`src/rtl/jtag_mem_bridge.sv`:
```
// JTAG TAP to memory-controller bridge.
// Standard 16-state TAP with IR, IDCODE and BYPASS. Three user data registers
// (SET_ADDR, SET_DATA, SET_CTRL) launch single read/write accesses on a simple
// sel/we/addr/wdata request interface. Supports optional address auto-increment
// and an access timeout that reports an error status.
// Ports:
//   tck, jtag_rst       - the only clock; synchronous active-high reset
//   tms, tdi            - TAP mode select and serial data in
//   tdo, enable_tdo     - serial data out and its output enable
//   ready, rdata        - asynchronous controller idle flag and read data
//   sel, we, addr, wdata - access request towards the memory controller
module jtag_mem_bridge #(
  parameter int unsigned ADDR_W      = 8,
  parameter int unsigned DATA_W      = 16,
  parameter int unsigned IR_W        = 4,
  parameter logic [31:0] IDCODE_VAL  = 32'h1000_0001,
  parameter int unsigned SYNC_STAGES = 3,
  parameter int unsigned TIMEOUT_CYC = 255
) (
  input  logic              tck,
  input  logic              jtag_rst,
  input  logic              tms,
  input  logic              tdi,
  output logic              tdo,
  output logic              enable_tdo,
  input  logic              ready,
  input  logic [DATA_W-1:0] rdata,
  output logic              sel,
  output logic              we,
  output logic [ADDR_W-1:0] addr,
  output logic [DATA_W-1:0] wdata
);

  localparam int unsigned DrA  = (ADDR_W > 32) ? ADDR_W : 32;
  localparam int unsigned DrW  = (DATA_W + 2 > DrA) ? DATA_W + 2 : DrA;
  localparam int unsigned CntW = (TIMEOUT_CYC > 1) ? $clog2(TIMEOUT_CYC) : 1;

  localparam logic [IR_W-1:0] InstIdcode  = IR_W'(1);
  localparam logic [IR_W-1:0] InstSetAddr = {{(IR_W-1){1'b1}}, 1'b0};
  localparam logic [IR_W-1:0] InstSetData = {{(IR_W-2){1'b1}}, 2'b00};
  localparam logic [IR_W-1:0] InstSetCtrl = {{(IR_W-3){1'b1}}, 3'b000};

  typedef enum logic [3:0] {
    StTlr, StRti, StSelDr, StCapDr, StShDr, StEx1Dr, StPauseDr, StEx2Dr, StUpdDr,
    StSelIr, StCapIr, StShIr, StEx1Ir, StPauseIr, StEx2Ir, StUpdIr
  } tap_state_e;

  typedef enum logic [2:0] {DrBypass, DrIdcode, DrAddr, DrData, DrCtrl} dr_sel_e;

  tap_state_e state_q, state_d;
  dr_sel_e    dr_sel;

  logic [IR_W-1:0]        ir_q, ir_d, ir_sr_q, ir_sr_d;
  logic [DrW-1:0]         dr_q, dr_d;
  logic [SYNC_STAGES-1:0] ready_sync_q, ready_sync_d;
  logic [ADDR_W-1:0]      addr_q, addr_d;
  logic [DATA_W-1:0]      wdata_q, wdata_d, rdata_reg_q, rdata_reg_d;
  logic [CntW-1:0]        cnt_q, cnt_d;
  logic sel_q, sel_d, we_q, we_d, last_read_q, last_read_d;
  logic auto_inc_q, auto_inc_d, err_q, err_d;
  logic idle, rise, timeout_hit;
  logic [1:0] cmd;

  // ---------------- TAP FSM: state register ----------------
  always_ff @(posedge tck) begin
    if (jtag_rst) state_q <= StTlr;
    else          state_q <= state_d;
  end

  // ---------------- TAP FSM: next state ----------------
  always_comb begin
    state_d = state_q;
    unique case (state_q)
      StTlr:     state_d = tms ? StTlr     : StRti;
      StRti:     state_d = tms ? StSelDr   : StRti;
      StSelDr:   state_d = tms ? StSelIr   : StCapDr;
      StCapDr:   state_d = tms ? StEx1Dr   : StShDr;
      StShDr:    state_d = tms ? StEx1Dr   : StShDr;
      StEx1Dr:   state_d = tms ? StUpdDr   : StPauseDr;
      StPauseDr: state_d = tms ? StEx2Dr   : StPauseDr;
      StEx2Dr:   state_d = tms ? StUpdDr   : StShDr;
      StUpdDr:   state_d = tms ? StSelDr   : StRti;
      StSelIr:   state_d = tms ? StTlr     : StCapIr;
      StCapIr:   state_d = tms ? StEx1Ir   : StShIr;
      StShIr:    state_d = tms ? StEx1Ir   : StShIr;
      StEx1Ir:   state_d = tms ? StUpdIr   : StPauseIr;
      StPauseIr: state_d = tms ? StEx2Ir   : StPauseIr;
      StEx2Ir:   state_d = tms ? StUpdIr   : StShIr;
      StUpdIr:   state_d = tms ? StSelDr   : StRti;
      default:   state_d = StTlr;
    endcase
  end

  // ---------------- TAP FSM: outputs ----------------
  always_comb begin
    enable_tdo = 1'b0;
    tdo        = 1'b0;
    if (state_q == StShDr) begin
      enable_tdo = 1'b1;
      tdo        = dr_q[0];
    end else if (state_q == StShIr) begin
      enable_tdo = 1'b1;
      tdo        = ir_sr_q[0];
    end
  end

  // Unlisted instruction codes fall back to BYPASS.
  always_comb begin
    case (ir_q)
      InstIdcode:  dr_sel = DrIdcode;
      InstSetAddr: dr_sel = DrAddr;
      InstSetData: dr_sel = DrData;
      InstSetCtrl: dr_sel = DrCtrl;
      default:     dr_sel = DrBypass;
    endcase
  end

  assign idle        = ready_sync_q[SYNC_STAGES-1];
  assign rise        = !ready_sync_q[SYNC_STAGES-1] && ready_sync_q[SYNC_STAGES-2];
  assign timeout_hit = (TIMEOUT_CYC != 0) && (cnt_q == CntW'(TIMEOUT_CYC - 1));
  assign cmd         = dr_q[1:0];

  // ---------------- Datapath next state ----------------
  always_comb begin
    ir_d         = ir_q;
    ir_sr_d      = ir_sr_q;
    dr_d         = dr_q;
    ready_sync_d = {ready_sync_q[SYNC_STAGES-2:0], ready};
    addr_d       = addr_q;
    wdata_d      = wdata_q;
    rdata_reg_d  = rdata_reg_q;
    cnt_d        = cnt_q;
    sel_d        = sel_q;
    we_d         = we_q;
    last_read_d  = last_read_q;
    auto_inc_d   = auto_inc_q;
    err_d        = err_q;

    unique case (state_q)
      StTlr:   ir_d    = InstIdcode;
      StCapIr: ir_sr_d = IR_W'(1);
      StShIr:  ir_sr_d = {tdi, ir_sr_q[IR_W-1:1]};
      StUpdIr: ir_d    = ir_sr_q;
      StCapDr: begin
        unique case (dr_sel)
          DrIdcode: dr_d = DrW'(IDCODE_VAL);
          DrAddr:   dr_d = DrW'(addr_q);
          DrCtrl:   dr_d = DrW'(auto_inc_q);
          DrData: begin
            if (err_q) begin
              dr_d  = DrW'(2'b11);
              err_d = 1'b0;
            end else if (sel_q || !idle) begin
              dr_d = DrW'(2'b01);
            end else if (last_read_q) begin
              dr_d = DrW'({rdata_reg_q, 2'b10});
            end else begin
              dr_d = DrW'({wdata_q, 2'b10});
            end
          end
          default:  dr_d = '0;
        endcase
      end
      StShDr: begin
        unique case (dr_sel)
          DrIdcode: dr_d[31:0]         = {tdi, dr_q[31:1]};
          DrAddr:   dr_d[ADDR_W-1:0]   = {tdi, dr_q[ADDR_W-1:1]};
          DrData:   dr_d[DATA_W+1:0]   = {tdi, dr_q[DATA_W+1:1]};
          default:  dr_d[0]            = tdi;
        endcase
      end
      StUpdDr: begin
        unique case (dr_sel)
          DrAddr: if (!sel_q) addr_d = dr_q[ADDR_W-1:0];
          DrCtrl: auto_inc_d = dr_q[0];
          DrData: begin
            if ((cmd == 2'b01 || cmd == 2'b10) && !sel_q && idle) begin
              sel_d       = 1'b1;
              we_d        = (cmd == 2'b10);
              last_read_d = (cmd == 2'b01);
              cnt_d       = '0;
              if (cmd == 2'b10) wdata_d = dr_q[DATA_W+1:2];
            end
          end
          default: ;
        endcase
      end
      default: ;
    endcase

    // Completion beats timeout when both land on the same edge.
    if (sel_q) begin
      if (rise) begin
        sel_d = 1'b0;
        if (last_read_q) rdata_reg_d = rdata;
        if (auto_inc_q)  addr_d      = addr_q + ADDR_W'(1);
      end else if (timeout_hit) begin
        sel_d = 1'b0;
        err_d = 1'b1;
      end else begin
        cnt_d = cnt_q + CntW'(1);
      end
    end
  end

  // ---------------- Datapath registers ----------------
  always_ff @(posedge tck) begin
    if (jtag_rst) begin
      ir_q         <= InstIdcode;
      ir_sr_q      <= '0;
      dr_q         <= '0;
      ready_sync_q <= '1;
      addr_q       <= '0;
      wdata_q      <= '0;
      rdata_reg_q  <= '0;
      cnt_q        <= '0;
      sel_q        <= 1'b0;
      we_q         <= 1'b0;
      last_read_q  <= 1'b0;
      auto_inc_q   <= 1'b0;
      err_q        <= 1'b0;
    end else begin
      ir_q         <= ir_d;
      ir_sr_q      <= ir_sr_d;
      dr_q         <= dr_d;
      ready_sync_q <= ready_sync_d;
      addr_q       <= addr_d;
      wdata_q      <= wdata_d;
      rdata_reg_q  <= rdata_reg_d;
      cnt_q        <= cnt_d;
      sel_q        <= sel_d;
      we_q         <= we_d;
      last_read_q  <= last_read_d;
      auto_inc_q   <= auto_inc_d;
      err_q        <= err_d;
    end
  end

  assign sel   = sel_q;
  assign we    = we_q;
  assign addr  = addr_q;
  assign wdata = wdata_q;

endmodule

```
`config.mk`:
```
export PLATFORM = sky130hd
export DESIGN_NAME = jtag_mem_bridge
export DESIGN_NICKNAME = d
export VERILOG_FILES = /design/src/rtl/jtag_mem_bridge.sv
export SDC_FILE = /design/constraint.sdc
export NUM_CORES = 1
export LEC_CHECK = 0
export BUFFER_PORTS_ARGS = -buffer_cell sky130_fd_sc_hd__buf_2
export CAP_MARGIN = 20
export CORE_MARGIN = 4
export CORE_UTILIZATION = 53
export CTS_CLUSTER_DIAMETER = 50
export DETAILED_ROUTE_END_ITERATION = 10
export PLACE_DENSITY_LB_ADDON = 0.3
export SYNTH_ARGS = -nofsm -noshare
export SYNTH_HDL_FRONTEND = slang
export SYNTH_SLANG_ARGS = --single-unit
```
`constraint.sdc`:
```
create_clock -name tck -period 2 [get_ports tck]
set_input_delay 0.1 -clock tck [delete_from_list [all_inputs] [get_ports tck]]
set_output_delay 0.1 -clock tck [all_outputs]
set_load 0.1 [all_outputs]
```
* Yosys cells after proc, flatten, opt, wreduce, memory -nomap -nowiden *
Index checks and enable logic that the tools add are counted.

word-level totals
  register bits after elaboration = 100
  input port bits = 21
  output and inout port bits = 28

cells by class
  add/subtract/negate cells = 2
  eq/ne operators = 29
  mux-type cells = 52
  reductions and logical operators = 23

operator list
  cell                                                                    count
  29-bit one-hot mux with 4 select lines                                  1
  8-bit two-way mux                                                       12
  32-bit one-hot mux with 2 select lines                                  1
  18-bit two-way mux                                                      3
  4-bit one-hot mux with 12 select lines                                  1
  4-bit equality test (second input constant)                             11
  10-bit one-hot mux with 2 select lines                                  1
  1-bit two-way mux                                                       19
  8-bit by 1-bit adder with 8-bit output (second input constant)          2
  4-bit by 3-bit equality test with 1-bit output (second input constant)  4
  4-bit two-way mux                                                       4
  4-bit one-hot mux with 2 select lines                                   2
  14-bit two-way mux                                                      1
  7-bit one-hot mux with 2 select lines                                   1
  3-bit one-hot mux with 4 select lines                                   1
  4-bit by 1-bit equality test with 1-bit output (second input constant)  2
  4-bit by 2-bit equality test with 1-bit output (second input constant)  2
  8-bit equality test (second input constant)                             1
  2-bit AND reduction                                                     4
  3-bit by 2-bit equality test with 1-bit output (second input constant)  2
  2-bit two-way mux                                                       3
  3-bit two-way mux                                                       2
  3-bit AND reduction                                                     2
  2-bit nonzero test                                                      3
  other kinds (14)                                                        21

* Logic depth before layout (Yosys ltp) *
Gate-level depths: netlist (run 1).

  word-level depth = 10
  mapped depth = 8
  depth with buffers taken out = 6

* Worst setup path before layout (run 1) *
OpenSTA, ideal clock, no wires.

  path type = register to output
  start = register state_q[1]
  end = output tdo
  arrival time = 5.447 ns
  data required time = 1.900 ns
  slack = -3.547 ns
  cell stages (with the launch flop) = 6
  cells stage by stage = dfxtp_1 > buf_2 > buf_1 > nand3_1 > o21ai_0 > a21boi_0

on the way
  cells in the longest elaborated chain, start to end = 3

ends and longest elaborated chain
  element                   RTL line  source
  start: declaration        50        tap_state_e state_q, state_d;
  start signal: assignment  66        if (jtag_rst) state_q <= StTlr;
  start signal: assignment  67        else state_q <= state_d;
  4-bit equality test       101       end else if (state_q == StShIr) begin
  1-bit two-way mux         101
  1-bit two-way mux *       98        if (state_q == StShDr) begin
  end: declaration          24        output logic tdo,

Mark *: on every way between the ends. The rest lies on a longest branch, timed or not.

* Worst setup path in the final report (run 1) *
  start = register state_q[0]
  end = output tdo

The elaborated chain is that of the path after synthesis.

==> run_results.csv, run 1 <==
group,metric,value,unit
yosys,synth_top_area_share,41.6,%
yosys,synth_edf_count,0,
yosys,synth_common_cells,"dfxtp_1 (100), a21oi_1 (65), nand2_1 (55)",
place,place.gp.congestion,0.905,
clocking,clockBufferDepth,2,
drt,drt_iter0_markers,302,
drt,ant_nets,0,
clocking,htreeDepth,3,
yosys,synth.distinct_cells,64,
yosys,synthCells,560,
sta,fin_ws,0.00777,ns
yosys,synthMuxAreaShare,8.33,%
clocking,cts_made_buffers,9,
yosys,synth_area,0.00481,mm^2
sta,timing.slew.headroom,51.2,%
sta,min_period,1.99,ns
power,seqPwrFrac,58.5,%
grt,grt_pass1_wl,20700,um
setup_path,crit_path_end_kind,"output port",
setup_path,crit_family,"simple AND/OR/NAND/NOR gates",
yosys,avgSynthCellArea,8.58,um^2
grt,track_usage,24.2,%
yosys,synth-simple-area-share,20.5,%
final_layout,fin_area,0.00582,mm^2
place,hpwlAfterDp,8420,um
yosys,synth_fa_ha_area_share,1.30,%
floorplan,rows,34,
final_layout,antenna_cells,0,
setup_path,max_stage_delay,0.58,ns
setup_path,critical_path_buf_inv_count,2,
final_layout,drive_gt1_share,23.8,%
yosys,synth_top_area_cell,"dfxtp_1",
floorplan,die_w,103,um
yosys,synth-compound-area-share,22.8,%
sta,hold_viol_final,0,
sta,worst_pin_slew,0.733,ns
grt,overflow,0,
clocking,cts_tree,"done",
yosys,synthesis.nets,586,
clocking,cts.sinks,100,
drt,routed_wl,12200,um
floorplan,io_pins,49,
setup_path,path_class,"reg2out",
yosys,synth-xor-area-share,0.182,%
yosys,synth_top_family_by_area,"compound AO/OA/AOI/OAI gates",
yosys,synth_flop_cell,"dfxtp_1",
floorplan,die-area,0.0107,mm^2
drt,wl_per_cell,16.5,um
yosys,yosys_warnings,0,
drt,vias,4504,
setup_path,cp_max_fo,7,
setup_path,crit_chain,"buf_6 -> or4b_4 -> o21ai_4 -> a21boi_4 -> buf_12",
power,ir_worst_vdd,0.383,mV
power,power_leakage,2.10,nW
final_layout,syn_to_final_growth,21.1,%
sta,max_freq,502,MHz
sta,setup_violations,0,
run_status,status,"finished clean",
place,place_area,0.00535,mm^2
yosys,synthTopCellsByArea,"dfxtp_1 (42%), a21oi_1 (6.8%), mux2i_1 (4.6%), nand2_1 (4.3%), a22oi_1 (3.7%)",
power,p_clk_share,34.5,%
clocking,root_buffer,"clkbuf_8",
power,p_comb_share,6.9,%
clocking,cts.clk_slew.worst_paths,0.09,ns
floorplan,die_h,103,um
sta,grt_setup_unrepaired,"yes",
drt,drc,0,
drt,viasPerCell,6.06,
setup_path,start_kind,"flip-flop",
power,powerDensity,596,mW/mm^2
floorplan,initial_utilization,54.9,%
place,dp.cells,703,
setup_path,crit_required,1.90,ns
final_layout,nets,656,
place,portBuffers,48,
place,dp_slack,0.0324,ns
yosys,ys_seq_elements,100,
power,internal-power,2.61,mW
power,p_sw,0.857,mW
grt,grt_max_degree,39,
setup_path,cp.arrival,1.89,ns
clocking,clk_latency,0.36,ns
min_path,min_path_type,"in2reg",
setup_path,cpMaxStageDelayCell,"or4b_4",
sta,timing.final.crit_share,99.6,%
drt,first_pass_iters,5,
yosys,yosysSeqAreaShare,41.6,%
sta,slew_viol_final,0,
grt,grt_pass1_vias,4239,
power,switching_share,24.7,%
floorplan,core_area,0.00876,mm^2
run,drv_cap,0,
sta,finClkSkew,0.00877,ns
grt,grt_antenna_before_repair,0,
yosys,synthArstFlopShare,0,%
yosys,yosysMostFrequentCell,"dfxtp_1",
final_layout,final-instance-count-excl-fill,743,
-- power groups by stage --
| stage | clock [mW] | combinational (mW) | sequential [mW] |
|---|---|---|---|
| after global routing | 1.31 | 0.263 | 2.03 |
| after detailed placement | 0 | 0.200 | 2.08 |
| after floorplan | 0 | 0.133 | 2.07 |
| final | 1.20 | 0.241 | 2.03 |
| after global placement | 0 | 0.194 | 2.08 |
| after CTS | 1.22 | 0.234 | 2.03 |
-- final timing paths --
check	end	start	cells past startpoint	slack [ns]
max	tdo	state_q[0]$_SDFF_PP0_	5	0.008
min	ir_sr_q[3]$_SDFFE_PP0P_	tdi	3	0.09
max reg2reg	cnt_q[1]$_SDFF_PP0_	state_q[0]$_SDFF_PP0_	5	0.05
min reg2reg	ready_sync_q[1]$_SDFF_PP1_	ready_sync_q[0]$_SDFF_PP1_	1	0.42
-- repair_timing --
action | in CTS | in global routing
hold buffers | 17 | 0
hold endpoints to repair | 17 | 0
setup endpoints to repair | 2 | 38
buffers inserted | 5 | 2
pin swaps | 1 | 0
resized for setup | 8 | 8
-- tightest hold or removal path: stages --
cell	delay [ns]
buf_2	0.15
nand3_1	0.09
a21oi_1	0.06
-- cell families (layout without fill, tap and decap cells) --
kind of cell / after synthesis / after routing
adder cells (fa/ha/maj): 5 / 5
flip-flops: 100 / 100
multiplexers: 38 / 38
AO/OA/AOI/OAI: 167 / 167
XOR/XNOR: 1 / 1
buffers and inverters: 61 / 136
AND/OR/NAND/NOR: 188 / 188
-- cell usage in the layout (no fill, tap or decap), drive strengths merged, types with 4 or more instances in the layout --
cell	n
a32o	5
nand2b	5
nor2b	4
a22oi	24
nand2	55
dfxtp	100
a211oi	10
mux2	16
nor2	45
a21oi	65
ha	5
mux2i	22
clkbuf	11
a31oi	5
and3	7
inv	12
o211ai	5
nand3	21
nor3	9
o21ba	4
a311oi	8
dlygate4sd3	17
o21ai	17
nor4	6
buf	91
-- area by class of cell --
class | count | area [um^2]
clock buffers | 11 | 141
clock inverters | 5 | 37.5
inverters | 12 | 45.0
fillers | 710 | 2940
well taps | 108 | 135
repair buffers | 108 | 820
flip-flops and latches | 100 | 2010
multi-input cells | 399 | 2630
-- registers in the layout, summed over array words and instances (netlist names), 4 cells and up --
name,flops
state_q,4
wdata,16
rdata_reg_q,16
ir_q,4
cnt_q,8
addr,8
ir_sr_q,4
dr_q,32
-- through the flow --
step / util (%) / TNS [ns] / hold slack (ns) / power, mW
global placement: 61.1 / 0 / 0.286 / 2.27
finish: 66.4 / 0 / 0.0883 / 3.47
CTS: 65.8 / 0 / 0.0690 / 3.49
detailed placement: 61.1 / 0 / 0.287 / 2.28
global route: 66.4 / -0.0388 / 0.0902 / 3.61
floorplan: - / -0.246 / 0.204 / 2.21
-- routing by layer --
layer	share of wire, %	vias up	global-route usage [%]
met5	0	-	0
met1	44	2156	31.7
met3	5.0	9	4.36
li1	-	2208	-
met2	50	131	41.4
met4	0.83	0	5.78
No activity file was read; power rests on OpenSTA's default activity.
==> inputs of run 2 (changes only) <==
==> constraint.sdc (replaced) <==
create_clock -name tck -period 1.68 [get_ports tck]
set_input_delay 0.084 -clock tck [delete_from_list [all_inputs] [get_ports tck]]
set_output_delay 0.084 -clock tck [all_outputs]
set_load 0.1 [all_outputs]
==> run_results.csv, run 2 (same netlist as run 1, synthesis figures left out) <==
group,metric,value,unit
run_status,status,"complete, but fails checks",
run_status,violations,"negative setup slack",
setup_path,cpMaxStageDelayCell,"or4b_4",
grt,grt_max_degree,37,
floorplan,rows,34,
place,dp.cells,730,
setup_path,r2r_start,"state_q[0]$_SDFF_PP0_",
min_path,min_path_type,"in2reg",
floorplan,die-area,0.0107,mm^2
clocking,htreeDepth,3,
drt,routed_wl,14700,um
grt,grt_antenna_before_repair,0,
power,ir_worst_vdd,0.468,mV
final_layout,syn_to_final_growth,39.6,%
clocking,cts.sinks,100,
setup_path,max_stage_delay,0.56,ns
sta,timing.final.crit_share,125,%
run,drv_cap,0,
setup_path,crit_chain,"buf_8 -> or4b_4 -> buf_12 -> o21ai_4 -> a21boi_4 -> buf_12",
final_layout,fin_area,0.00671,mm^2
setup_path,ff2ff_setup_slack,-0.38,ns
sta,max_freq,476,MHz
setup_path,crit_path_end_kind,"output port",
final_layout,top_register,"dr_q",
sta,timing.slew.headroom,67.3,%
power,power_leakage,2.48,nW
power,powerDensity,667,mW/mm^2
setup_path,cp.arrival,2.02,ns
sta,finClkSkew,0.0131,ns
place,portBuffers,48,
sta,worst_pin_slew,0.493,ns
final_layout,drive_gt1_share,38.2,%
drt,first_pass_iters,5,
setup_path,path_class,"reg2out",
drt,vias,4838,
grt,overflow,0,
place,place_area,0.00564,mm^2
sta,grt_setup_unrepaired,"yes",
setup_path,r2r-end,"wdata[5]$_SDFFE_PP0P_",
final_layout,final-instance-count-excl-fill,789,
drt,ant_nets,0,
place,dp_slack,-0.162,ns
clocking,cts.clk_slew.worst_paths,0.10,ns
drt,drc,0,
grt,grt_pass1_wl,23400,um
floorplan,core_area,0.00876,mm^2
floorplan,initial_utilization,54.9,%
floorplan,io_pins,49,
final_layout,antenna_cells,0,
min_path,hold-path-endpoint,"ir_sr_q[3]$_SDFFE_PP0P_",
final_layout,layout_common_cells,"dfxtp_1 (86), nand2_1 (55), buf_4 (54)",
drt,wl_per_cell,18.6,um
drt,viasPerCell,6.13,
sta,hold_viol_final,0,
final_layout,largest_reg_flops,32,
min_path,hold_path_depth,3,
setup_path,crit_required,1.60,ns
setup_path,start_kind,"flip-flop",
sta,setup-tns-final,-14.69,ns
clocking,cts_tree,"done",
drt,drt_iter0_markers,260,
sta,min_period,2.10,ns
setup_path,crit_path_frequent_cell,"buf_12",
sta,fin_ws,-0.421,ns
setup_path,reg2regPathDepth,8,
floorplan,die_w,103,um
min_path,hp-start,"tdi",
place,hpwlAfterDp,8900,um
clocking,root_buffer,"clkbuf_8",
place,place.gp.congestion,0.909,
grt,grt_pass1_vias,4756,
sta,setup_violations,67,
grt,track_usage,27.8,%
clocking,clk_latency,0.38,ns
final_layout,final_common_cell,"dfxtp_1",
floorplan,die_h,103,um
setup_path,cp_max_fo,6,
sta,slew_viol_final,0,
clocking,clockBufferDepth,2,
final_layout,nets,702,
clocking,cts_made_buffers,9,
[run 2: cell count changes in the layout (fill, tap and decap cells not counted), sizes merged]
cell,change
o21ba,+1
bufbuf,+1
clkinvlp,-2
bufinv,+1
inv,+3
clkbuf,-2
buf,+44
[run 2: final cells by class]
cell class / count / area, um^2
multi-input cells: 400 / 2960
fillers: 583 / 2050
flip-flops and latches: 100 / 2020
repair buffers: 153 / 1330
well taps: 108 / 135
clock buffers: 9 / 124
clock inverters: 7 / 92.6
inverters: 12 / 45.0
[run 2: how the worst max path moves through the flow]
| stage | from | to | slack, ns | cells past startpoint |
|---|---|---|---|---|
| 2_1_floorplan | state_q[0]$_SDFF_PP0_ | tdo | -0.55 | 5 |
| 3_3_place_gp | state_q[0]$_SDFF_PP0_ | cnt_q[1]$_SDFF_PP0_ | -0.14 | 4 |
| 3_5_place_dp | state_q[0]$_SDFF_PP0_ | dr_q[13]$_SDFFE_PP0P_ | -0.16 | 7 |
| 4_1_cts | state_q[0]$_SDFF_PP0_ | tdo | -0.41 | 6 |
| 5_1_grt | state_q[1]$_SDFF_PP0_ | tdo | -0.47 | 6 |
| 6_report | state_q[1]$_SDFF_PP0_ | tdo | -0.42 | 6 |
[run 2: routing by layer]
metal  part of all wire (%)  wire, um  vias to the layer above  GRT usage (%)
met4                    2.8       416                        0           11.3
met5                      0         0                        -              0
met1                     42      6180                     2340           35.1
met3                    5.3       776                       42           4.83
met2                     50      7310                      173           47.2
li1                       -         -                     2283              -
[run 2: power by group]
group	switching, mW	internal [mW]
logic	0.195	0.200
registers	0.0297	2.39
clock network	0.929	0.727
total	1.15	3.32
[run 2: metrics by stage]
stage / total power [mW] / util (%) / hold slack [ns]
2_1_floorplan: 2.63 / - / 0.188
3_3_place_gp: 2.71 / 64.3 / 0.274
3_5_place_dp: 2.72 / 64.3 / 0.271
4_1_cts: 4.46 / 74.6 / 0.0360
5_1_grt: 4.63 / 76.6 / 0.0667
6_report: 4.47 / 76.6 / 0.0587
[run 2: worst max-delay path, delay by kind of cell (launching register included)]
kind            cells  cell delay [ns]
simple gates        1             0.56
buf+inv             3             0.47
flops               1             0.35
compound gates      2             0.26
[run 2: repair_timing]
action                                  in CTS  in global routing
buffers inserted                            18                  7
gates cloned                                 4                  0
pin swaps                                   31                 19
hold endpoints to repair                    17                  0
endpoints found under the setup margin      67                 76
resized for setup                           73                 31
hold buffers                                17                  0
==> inputs of run 3 (changes only) <==
--- a/config.mk
+++ b/config.mk
@@ -7,6 +7,7 @@
 export LEC_CHECK = 0
 export BUFFER_PORTS_ARGS = -buffer_cell sky130_fd_sc_hd__buf_2
 export CAP_MARGIN = 20
+export CORE_ASPECT_RATIO = 0.6
 export CORE_MARGIN = 4
 export CORE_UTILIZATION = 53
 export CTS_CLUSTER_DIAMETER = 50
==> run_results.csv, run 3 (same netlist as run 1, synthesis figures left out) <==
group,metric,value,unit
run_status,status,"complete, but fails checks",
run_status,violations,"negative setup slack",
grt,grt_pass1_vias,5032,
floorplan,rows,26,
final_layout,multi_input_comb_area,0.00297,mm^2
final_layout,nets,707,
power,power_leakage,2.55,nW
place,place.gp.congestion,0.925,
setup_path,path_class,"reg2reg",
place,hpwlAfterDp,9650,um
drt,ant_nets,0,
drt,routed_wl,18000,um
setup_path,crit_path_start,"state_q[0]$_SDFF_PP0_",
final_layout,top_register,"dr_q",
sta,timing.final.crit_share,123,%
final_layout,regArea,0.00203,mm^2
sta,slew_viol_final,0,
clocking,cts.clk_slew.worst_paths,0.07,ns
drt,vias,5493,
grt,track_usage,31.2,%
power,seqPwrFrac,47.6,%
drt,viasPerCell,6.88,
final_layout,drive_gt1_share,37.6,%
clocking,cts_tree,"done",
final_layout,fill_cells,486,
floorplan,die_h,81.8,um
floorplan,core_area,0.00865,mm^2
floorplan,io_pins,49,
power,ir_worst_vdd,0.515,mV
drt,drt_iter0_markers,794,
clocking,root_buffer,"clkbuf_16",
min_path,min_path_type,"in2reg",
setup_path,crit_path_end_kind,"flip-flop",
final_layout,final-instance-count-excl-fill,798,
setup_path,r2r_start,"state_q[0]$_SDFF_PP0_",
sta,grt_setup_unrepaired,"yes",
sta,timing.slew.headroom,64.9,%
sta,max_freq,482,MHz
sta,setup_violations,72,
drt,first_pass_iters,7,
drt,wl_per_cell,22.6,um
grt,grt_pass1_wl,26000,um
setup_path,ff2ff_setup_slack,-0.39,ns
grt,grt_max_degree,32,
sta,finClkSkew,0.0102,ns
floorplan,die-area,0.0107,mm^2
grt,overflow,0,
final_layout,syn_to_final_growth,43.3,%
clocking,clk_latency,0.35,ns
power,powerDensity,739,mW/mm^2
setup_path,cp.arrival,2.32,ns
setup_path,start_kind,"flip-flop",
setup_path,crit_chain,"or4b_4 -> buf_6 -> nor4_4 -> buf_4 -> buf_12 -> mux2i_4 -> nor2_1",
final_layout,largest_reg_flops,32,
sta,min_period,2.07,ns
sta,worst_pin_slew,0.526,ns
final_layout,final_common_cell,"dfxtp_1",
run,drv_cap,0,
sta,whs,0.0633,ns
setup_path,r2r-end,"wdata[8]$_SDFFE_PP0P_",
place,dp.cells,737,
floorplan,initial_utilization,55.6,%
sta,hold_viol_final,0,
drt,drc,0,
setup_path,crit_end,"wdata[8]$_SDFFE_PP0P_",
power,p_comb_share,8.2,%
grt,grt_antenna_before_repair,0,
setup_path,reg2regPathDepth,7,
final_layout,fin_util,79.6,%
setup_path,cpMaxStageDelayCell,"or4b_4",
setup_path,cp_max_fo,5,
setup_path,crit_required,1.93,ns
power,p_clk_share,44.2,%
sta,fin_ws,-0.393,ns
power,switching_share,23.3,%
floorplan,die_w,131,um
clocking,clockBufferDepth,2,
clocking,htreeDepth,3,
power,p_sw,1.18,mW
final_layout,antenna_cells,0,
power,internal-power,3.91,mW
clocking,cts.sinks,100,
place,portBuffers,48,
setup_path,max_stage_delay,0.58,ns
clocking,cts_made_buffers,9,
final_layout,layout_common_cells,"dfxtp_1 (84), nand2_1 (55), a21oi_1 (55)",
-- run 3: cell types whose count changed in the layout (fill, tap and decap cells not counted), sizes merged --
cell and delta:
and2 +1, buf +4, bufinv +1, clkbuf +1, inv -2
-- run 3: worst max-delay path, delay by kind of cell (launching register included) --
kind	cells	cell delay (ns)
buf+inv	3	0.51
mux	1	0.27
simple gates	3	0.81
flops	1	0.37
-- run 3: power groups by stage --
stage	Sequential, mW	Combinational, mW	Clock [mW]
2_1_floorplan	2.47	0.168	0
3_3_place_gp	2.47	0.257	0
3_5_place_dp	2.47	0.268	0
4_1_cts	2.42	0.368	2.24
5_1_grt	2.42	0.435	2.36
6_report	2.42	0.419	2.25
-- run 3: stage by stage --
step           power (mW)  setup slack (ns)  cell area [um^2]  setup TNS (ns)
2_1_floorplan        2.63            -0.549              4990           -4.11
3_3_place_gp         2.72            -0.108              5680           -4.50
3_5_place_dp         2.74            -0.153              5680           -7.03
4_1_cts              5.03            -0.331              6690           -8.01
5_1_grt              5.21            -0.417              6890          -15.40
6_report             5.09            -0.393              6890          -12.95
-- run 3: worst min path at each step --
| stage | startpoint | endpoint | slack (ns) | cells past startpoint |
|---|---|---|---|---|
| 6_report | tdi | ir_sr_q[3]$_SDFFE_PP0P_ | 0.06 | 3 |
| 2_1_floorplan | ready | ready_sync_q[0]$_SDFF_PP1_ | 0.19 | 1 |
| 4_1_cts | tdi | ir_sr_q[3]$_SDFFE_PP0P_ | 0.06 | 3 |
| 5_1_grt | tdi | ir_sr_q[3]$_SDFFE_PP0P_ | 0.06 | 3 |
| 3_5_place_dp | ready | ready_sync_q[0]$_SDFF_PP1_ | 0.28 | 2 |
| 3_3_place_gp | ready | ready_sync_q[0]$_SDFF_PP1_ | 0.27 | 2 |
-- run 3: timing repair --
item / in CTS / in global routing
hold buffers: 17 / 0
resized for setup: 64 / 38
gates cloned: 6 / 0
setup buffers: 19 / 8
setup endpoints to repair: 69 / 73
hold endpoints to repair: 17 / 0
pin swaps: 30 / 17
-- run 3: area by class of cell --
| class | count | area share, % |
|---|---|---|
| multi-input combinational | 401 | 43.2 |
| sequential | 100 | 29.4 |
| timing repair buffer | 157 | 20.1 |
| clock buffer | 10 | 3.32 |
| tap | 112 | 2.03 |
| clock inverter | 6 | 1.27 |
| inverter | 12 | 0.654 |
-- run 3: per-layer routing --
| layer | up-vias | share of wire [%] | GRT usage, % |
|---|---|---|---|
| met3 | 146 | 12 | 7.80 |
| met5 | - | 0 | 0 |
| met2 | 496 | 45 | 48.8 |
| met1 | 2553 | 38 | 40.8 |
| li1 | 2298 | - | - |
| met4 | 0 | 6.2 | 14.7 |
